--- src/rtl/fsk_frame_receiver.sv ---
// fsk_frame_receiver: hunts a sync byte in the demodulated bit stream, then
// collects a 16-bit {data, crc} codeword MSB first, checks it with a
// bit-serial CRC-8 and presents the data byte with valid/error flags.
module fsk_frame_receiver #(
  parameter logic [7:0] SYNC_WORD = 8'hA5,
  parameter logic [7:0] POLY      = 8'h07,
  parameter int         TIMEOUT   = 64
) (
  input  logic       sys_clk,
  input  logic       reset,
  input  logic       bit_valid,
  input  logic       bit_in,
  output logic [7:0] data_out,
  output logic       data_valid,
  output logic       crc_err,
  output logic       frame_abort,
  output logic       busy,
  output logic [7:0] err_cnt
);

  localparam int            TW       = $clog2(TIMEOUT + 1);
  localparam logic [TW-1:0] TMO_LAST = TW'(TIMEOUT - 1);

  typedef enum logic [0:0] {
    ST_HUNT = 1'b0,
    ST_RECV = 1'b1
  } state_e;

  // One bit-serial CRC-8 step; the x^8 term is implicit in the feedback.
  function automatic logic [7:0] crc8_step(input logic [7:0] crc, input logic b);
    logic fb;
    fb = crc[7] ^ b;
    return {crc[6:0], 1'b0} ^ (fb ? POLY : 8'h00);
  endfunction

  state_e        state_q, state_d;
  logic [7:0]    sync_q, sync_d;
  logic [15:0]   shift_q, shift_d;
  logic [7:0]    crc_q, crc_d;
  logic [3:0]    cnt_q, cnt_d;
  logic [TW-1:0] tmo_q, tmo_d;
  logic [7:0]    data_out_q, data_out_d;
  logic          data_valid_q, data_valid_d;
  logic          crc_err_q, crc_err_d;
  logic          frame_abort_q, frame_abort_d;
  logic          busy_q, busy_d;
  logic [7:0]    err_cnt_q, err_cnt_d;

  logic [7:0]    sync_shift_s;
  logic [15:0]   shift_next_s;
  logic [7:0]    crc_next_s;

  // Next-state and output computation for the HUNT/RECV framer.
  always_comb begin
    state_d       = state_q;
    sync_d        = sync_q;
    shift_d       = shift_q;
    crc_d         = crc_q;
    cnt_d         = cnt_q;
    tmo_d         = tmo_q;
    data_out_d    = data_out_q;
    data_valid_d  = 1'b0;
    crc_err_d     = crc_err_q;
    frame_abort_d = 1'b0;
    err_cnt_d     = err_cnt_q;

    sync_shift_s  = {sync_q[6:0], bit_in};
    shift_next_s  = {shift_q[14:0], bit_in};
    crc_next_s    = crc8_step(crc_q, bit_in);

    case (state_q)
      ST_HUNT: begin
        if (bit_valid) begin
          sync_d = sync_shift_s;
          if (sync_shift_s == SYNC_WORD) begin
            // Clear the hunter so stale bits cannot re-trigger after this frame.
            state_d = ST_RECV;
            sync_d  = 8'h00;
            shift_d = 16'h0000;
            crc_d   = 8'h00;
            cnt_d   = 4'd0;
            tmo_d   = '0;
          end else begin
            state_d = ST_HUNT;
          end
        end else begin
          state_d = ST_HUNT;
        end
      end
      ST_RECV: begin
        if (bit_valid) begin
          shift_d = shift_next_s;
          crc_d   = crc_next_s;
          cnt_d   = cnt_q + 4'd1;
          tmo_d   = '0;
          if (cnt_q == 4'd15) begin
            state_d      = ST_HUNT;
            data_valid_d = 1'b1;
            data_out_d   = shift_next_s[15:8];
            crc_err_d    = (crc_next_s != 8'h00);
            if ((crc_next_s != 8'h00) && (err_cnt_q != 8'hFF)) begin
              err_cnt_d = err_cnt_q + 8'd1;
            end else begin
              err_cnt_d = err_cnt_q;
            end
          end else begin
            state_d = ST_RECV;
          end
        end else if (tmo_q == TMO_LAST) begin
          // Transmitter went quiet mid-frame: drop it, keep last good outputs.
          state_d       = ST_HUNT;
          frame_abort_d = 1'b1;
          tmo_d         = '0;
        end else begin
          tmo_d = tmo_q + {{(TW-1){1'b0}}, 1'b1};
        end
      end
      default: begin
        state_d = ST_HUNT;
      end
    endcase

    busy_d = (state_d == ST_RECV);
  end

  // State and output registers with synchronous reset.
  always_ff @(posedge sys_clk) begin
    if (reset) begin
      state_q       <= ST_HUNT;
      sync_q        <= 8'h00;
      shift_q       <= 16'h0000;
      crc_q         <= 8'h00;
      cnt_q         <= 4'd0;
      tmo_q         <= '0;
      data_out_q    <= 8'h00;
      data_valid_q  <= 1'b0;
      crc_err_q     <= 1'b0;
      frame_abort_q <= 1'b0;
      busy_q        <= 1'b0;
      err_cnt_q     <= 8'h00;
    end else begin
      state_q       <= state_d;
      sync_q        <= sync_d;
      shift_q       <= shift_d;
      crc_q         <= crc_d;
      cnt_q         <= cnt_d;
      tmo_q         <= tmo_d;
      data_out_q    <= data_out_d;
      data_valid_q  <= data_valid_d;
      crc_err_q     <= crc_err_d;
      frame_abort_q <= frame_abort_d;
      busy_q        <= busy_d;
      err_cnt_q     <= err_cnt_d;
    end
  end

  assign data_out    = data_out_q;
  assign data_valid  = data_valid_q;
  assign crc_err     = crc_err_q;
  assign frame_abort = frame_abort_q;
  assign busy        = busy_q;
  assign err_cnt     = err_cnt_q;

endmodule

--- config.mk ---
export PLATFORM = sky130hd
export DESIGN_NAME = fsk_frame_receiver
export DESIGN_NICKNAME = d
export VERILOG_FILES = /design/src/rtl/fsk_frame_receiver.sv
export SDC_FILE = /design/constraint.sdc
export NUM_CORES = 1
export LEC_CHECK = 0
export CAP_MARGIN = 0
export CORE_UTILIZATION = 60
export DETAILED_ROUTE_END_ITERATION = 7
export PLACE_DENSITY = 0.83
export SYNTH_ARGS = -nofsm -noshare
export SYNTH_HDL_FRONTEND = slang
export SYNTH_SLANG_ARGS = --single-unit
--- constraint.sdc ---
create_clock -name sys_clk -period 3.15 [get_ports sys_clk]
set_clock_uncertainty 0.15 [all_clocks]
set_input_delay 0.7875 -clock sys_clk [delete_from_list [all_inputs] [get_ports sys_clk]]
set_output_delay 0.7875 -clock sys_clk [all_outputs]
set_load 0.03 [all_outputs]
== After elaboration in Yosys (flattened, before gate mapping) ==
Cells that the tools add are included.

* Bits in registers: 61
* Input bits: 4
* Output and inout bits: 20

* Add/subtract/negate cells: 3
* Equal/unequal tests: 7
* Muxes and demuxes: 27
* Bitwise gates (word level): 4
* Reduce and logical (&&, ||, !) cells: 9

{| class="wikitable"
|+ Operators with widths
! kind !! number
|-
| $mux W15 || 3
|-
| $mux W7 || 5
|-
| $pmux W15 S2 || 1
|-
| $mux W8 || 3
|-
| $pmux W8 S2 || 1
|-
| $pmux W7 S2 || 1
|-
| $mux W4 || 3
|-
| $add A8 B1 Y8 const B || 1
|-
| $eq A8 B8 Y1 const B || 1
|-
| $ne A8 B8 Y1 const B || 1
|-
| $pmux W4 S2 || 1
|-
| $reduce_bool A8 Y1 || 1
|-
| $xor A8 B3 Y8 || 1
|-
| $add A7 B1 Y7 const B || 1
|-
| $eq A7 B6 Y1 const B || 1
|-
| $mux W1 || 7
|-
| $ne A2 B2 Y1 const B || 3
|-
| $reduce_and A3 Y1 || 2
|-
| $reduce_or A3 Y1 || 2
|-
| $add A4 B1 Y4 const B || 1
|-
| $eq A4 B4 Y1 const B || 1
|-
| $reduce_and A2 Y1 || 2
|-
| $reduce_and A4 Y1 || 1
|-
| $mux W3 || 1
|-
| other kinds (4) || 5
|}

== Longest topological paths before layout ==
* Depth after elaboration: 6
* Mapped depth: 7
* Depth with buffers taken out: 5

== Worst setup path before layout ==
Ideal clock, no wire load.

* Path type: input-to-reg
* Start point: in bit_in
* End point: reg err_cnt_q[5] (netlist: err_cnt[5])
* Library setup time: 0.123 ns
* Arrival: 1.959 ns
* Data required time: 2.877 ns
* Path slack: 0.917 ns
* Cell stages on the path: 6
* Buffers on the path: 1
* Cell sequence: xnor2_1 -> ha_1 -> and4_4 -> buf_6 -> nor4_1 -> mux2_1

* Longest elaborated chain between the ends: 6

{| class="wikitable"
|+ RTL lines
! what !! RTL line !! source
|-
| start, declared || 12 || <nowiki>input logic bit_in,</nowiki>
|-
| $xor A1 B1 Y1 || 32 || <nowiki>fb = crc[7] ^ b;</nowiki>
|-
| $mux W3 || 33 || <nowiki>return {crc[6:0], 1'b0} ^ (fb ? POLY : 8'h00);</nowiki>
|-
| $xor A8 B3 Y8 || 33 ||
|-
| $reduce_bool A8 Y1 || 101 || <nowiki>if ((crc_next_s != 8'h00) && (err_cnt_q != 8'hFF)) begin</nowiki>
|-
| $logic_and A1 B1 Y1 || 101 ||
|-
| $reduce_and A4 Y1 (no source line) || - ||
|-
| end signal, assigned || 153 || <nowiki>err_cnt_q <= err_cnt_d;</nowiki>
|-
| end, declared || 47 || <nowiki>logic [7:0] err_cnt_q, err_cnt_d;</nowiki>
|}

Every way passes these cells.
A chain may end at the register's enable or synchronous reset.

== Worst setup path in the final report ==
* Start point: in bit_in
* End point: reg cnt_q[3]

* Longest elaborated chain between the ends: 3

{| class="wikitable"
|+ RTL lines
! what !! RTL line !! source
|-
| $eq A8 B8 Y1 || 75 || <nowiki>if (sync_shift_s == SYNC_WORD) begin</nowiki>
|-
| $ne A2 B2 Y1 (no source line) || - ||
|-
| $reduce_and A3 Y1 (no source line) || - ||
|-
| end signal, assigned || 146 || <nowiki>cnt_q <= cnt_d;</nowiki>
|-
| end, declared || 40 || <nowiki>logic [3:0] cnt_q, cnt_d;</nowiki>
|}

Every way passes these cells.

==> metrics.log <==
[metrics] number of hold buffers added after CTS: 0
[metrics] Yosys reg bits: 61
[metrics] fraction of final layout cells sized beyond drive strength 1: 7.76%
[metrics] synthesis-to-layout area growth: 18.6%
[metrics] H-tree depth: 3
[metrics] final setup fails: 0
[metrics] count of final hold-check violations: 0
[metrics] count of nets left with antenna violations after detail routing: 0
[metrics] unrepaired setup endpoints after global routing: false
[metrics] starting density of the core: 63.0%
[metrics] cell with the most instances after synthesis: dfxtp_1
[metrics] Hold Path Class: register to register
[metrics] DR top layer: met4
[metrics] final number of max-transition violations: 0
[metrics] Buffers & Inverters on Critical Path: 1
[metrics] pin count of the biggest net entering global routing: 35
[metrics] number of synthesis warnings: 0
[metrics] Final period util: 80.2%
[metrics] number of placement rows: 23
[metrics] endpoint required time on the critical path: 3.27 ns
[metrics] CTS tree: done
[metrics] fraction of registers with async set or reset after synthesis: 0%
[metrics] Max Root-Sink Buffers: 2
[metrics] fraction of synthesized cell area taken by the top area cell type: 48.1%
[metrics] Placed Cells: 369
[metrics] end-of-flow core utilization: 74.7%
[metrics] post-detailed-routing wire length: 4940 um
[metrics] DR WL/cell: 12.8 um
[metrics] standard cell with the maximum stage delay on the critical path: or4_1
[metrics] wire length of the first global-routing pass: 7890 um
[metrics] netlist area before placement: 0.00254 mm2
[metrics] dominant register cell in the synthesized netlist: dfxtp_1
[metrics] Area after DPL: 0.00279 mm2
[metrics] Core Footprint: 0.00403 mm2
[metrics] critical path endpoint category: register
[metrics] final non-filler cell area: 0.00301 mm2
[metrics] total iterations of the first detailed-routing run: 4
[metrics] Mapped Cells: 309
[metrics] total length of routed met3 wires: 174 um
[metrics] area of the die: 0.00449 mm2
[metrics] Antenna Cells: 0
[metrics] peak per-stage delay on the critical path: 0.52 ns
[metrics] clk slew on worst S/H paths: 0.07 ns
[metrics] height of the chip: 67.0 um
[metrics] power density over the cells: 524 mW/mm2
[metrics] post-layout power: 1.58 mW
[metrics] port buffer count: 23
[metrics] worst-skew pair later-pin latency: 0.34 ns
[metrics] 1st-iter DRT viols: 131
[metrics] fin crit period: 2.53 ns
[metrics] buffer type at the clock tree root: clkbuf_8
[metrics] worst vdd rail ir drop: 0.283 mV
[metrics] Total Routing Usage GR: 23.8%
[metrics] antenna violations before repair: 0
[metrics] distinct cell type count of the synthesized netlist: 41
[metrics] most used standard cells in the synthesized netlist: 61 x dfxtp_1, 59 x nand2_1, 50 x a21oi_1
[metrics] cell type with the largest total area after synthesis: dfxtp_1
[metrics] total of max-cap violations: 0
[metrics] top post-synthesis cells by area: dfxtp_1 48%, a21oi_1 9.9%, nand2_1 8.7%
[metrics] number of nets in the layout: 338
[metrics] transition time at the pin with the least slew margin: 0.614 ns
[metrics] final cell count without fillers: 385
[metrics] number of vias in the routed layout: 2,188
[metrics] global route total overflow: 0
[metrics] Critical Path Source Type: input port
[metrics] DRC violations left: 0
[metrics] number of clock buffers inserted by TritonCTS: 9
[metrics] worst setup path class: input port to register
[metrics] crit-path cells: clkdlybuf4s50_1 > nor4bb_1 > a21oi_1 > or4_1 > a21oi_1
[metrics] met1 routed wirelength after detailed routing: 2400 um
[metrics] leakage dissipation: 0.982 nW
[metrics] crit-path most repeated cell: a21oi_1
[metrics] sequential fraction of the synthesis area: 48.1%
[metrics] maximum fanout encountered on the critical timing path: 8
[metrics] Data arrival, critical path: 2.65 ns
[metrics] Die X-Extent: 67.0 um
[metrics] post-synthesis net count: 317
[metrics] IO Count: 24
[metrics] category of cells accounting for the largest share of critical-path delay: simple AND/OR/NAND/NOR gates
[metrics] Final Wtd Congestion: 0.742
[metrics] headroom to the max-slew limit: 58.8%
[metrics] post-cts resize count: 0
[metrics] Sum Neg Setup Slack: 0 ns
[metrics] Max Clock Freq: 396 MHz
[metrics] Post-Syn Area per Cell: 8.21 um2
[metrics] via count of the first global-routing pass: 1,828
[metrics] run status: completed
[metrics] sum of met2 wire segment lengths after detailed routing: 2250 um
[metrics] # Post-CTS Setup Buffers: 0
[metrics] count of clock tree sinks: 61
[metrics] routed via count divided by cell count: 5.68
[metrics] HPWL Detailed: 3160 um
[metrics] count of flip-flops with a built-in enable after synthesis: 0
-- registers in the layout, indices dropped and copies added (netlist names) --
register,count
tmo_q,7
data_valid,1
frame_abort,1
data_out,8
crc_q,8
busy,1
sync_q,7
crc_err,1
err_cnt,8
shift_q,15
cnt_q,4
-- logic make-up after synthesis --
| logic type | count (synthesis) | share of synthesized area [%] |
|---|---|---|
| simple gates | 114 | 21.7 |
| buf+inv | 28 | 4.79 |
| xor+xnor | 2 | 1.23 |
| mux | 2 | 0.839 |
| compound gates | 98 | 21.4 |
| fa+ha+maj | 4 | 1.97 |
| flops | 61 | 48.1 |
-- per-layer routing --
metal / vias up / track usage [%]
met3: 9 / 5.65
li1: 1130 / -
met2: 50 / 38.1
met4: 0 / 13.6
met1: 999 / 28.7
met5: - / 0
-- where the power goes --
group / internal, mW / switching [mW] / total, mW
clock network: 0.465 / 0.301 / 0.766
registers: 0.773 / 0.00108 / 0.774
logic: 0.0110 / 0.0273 / 0.0383
total: 1.25 / 0.330 / 1.58
-- through the flow --
step / hold slack (ns) / worst slack [ns]
final: 0.305 / 0.624
after global routing: 0.321 / 0.432
after CTS: 0.307 / 0.626
after detailed placement: 0.295 / 0.261
after global placement: 0.289 / 0.293
after floorplan: 0.278 / 0.917
-- tightest hold or removal path, stage by stage (launching register included) --
cell	delay, ns
dfxtp_1	0.31
nand2_1	0.05
a21oi_1	0.05
-- cells in the final DEF, fill, tap and decap left out, drive strengths merged, types with 3 or more instances in the layout --
cell | synthesis | final
a21oi | 50 | 50
clkbuf | 14 | 10
or3 | 5 | 5
dfxtp | 61 | 61
nor4 | 3 | 3
or4 | 5 | 5
nand2 | 59 | 59
ha | 4 | 4
inv | 8 | 8
clkinv | 0 | 3
nor2 | 11 | 11
nand3 | 9 | 9
clkdlybuf4s50 | 0 | 22
nor3 | 3 | 3
o21ai | 29 | 29
nand2b | 4 | 4
a31oi | 4 | 4
o31ai | 5 | 5
buf | 6 | 8
and2 | 3 | 3
-- final timing paths --
check | from | to | slack, ns | cells past startpoint
max | bit_in | cnt_q[3] | 0.62 | 5
min | data_out[4] | data_out[4] | 0.30 | 2
max reg2reg | crc_q[7] | err_cnt[5] | 1.15 | 4
min reg2reg | data_out[4] | data_out[4] | 0.30 | 2
-- layout make-up --
cell class / count / area, um2
multi-input cells: 220 / 1190
flip-flops and latches: 61 / 1220
fillers: 314 / 1020
clock inverters: 6 / 86.3
inverters: 8 / 30.0
clock buffers: 10 / 138
well taps: 50 / 62.6
repair buffers: 30 / 278
Note: power is estimated with default switching activity, not from simulation.
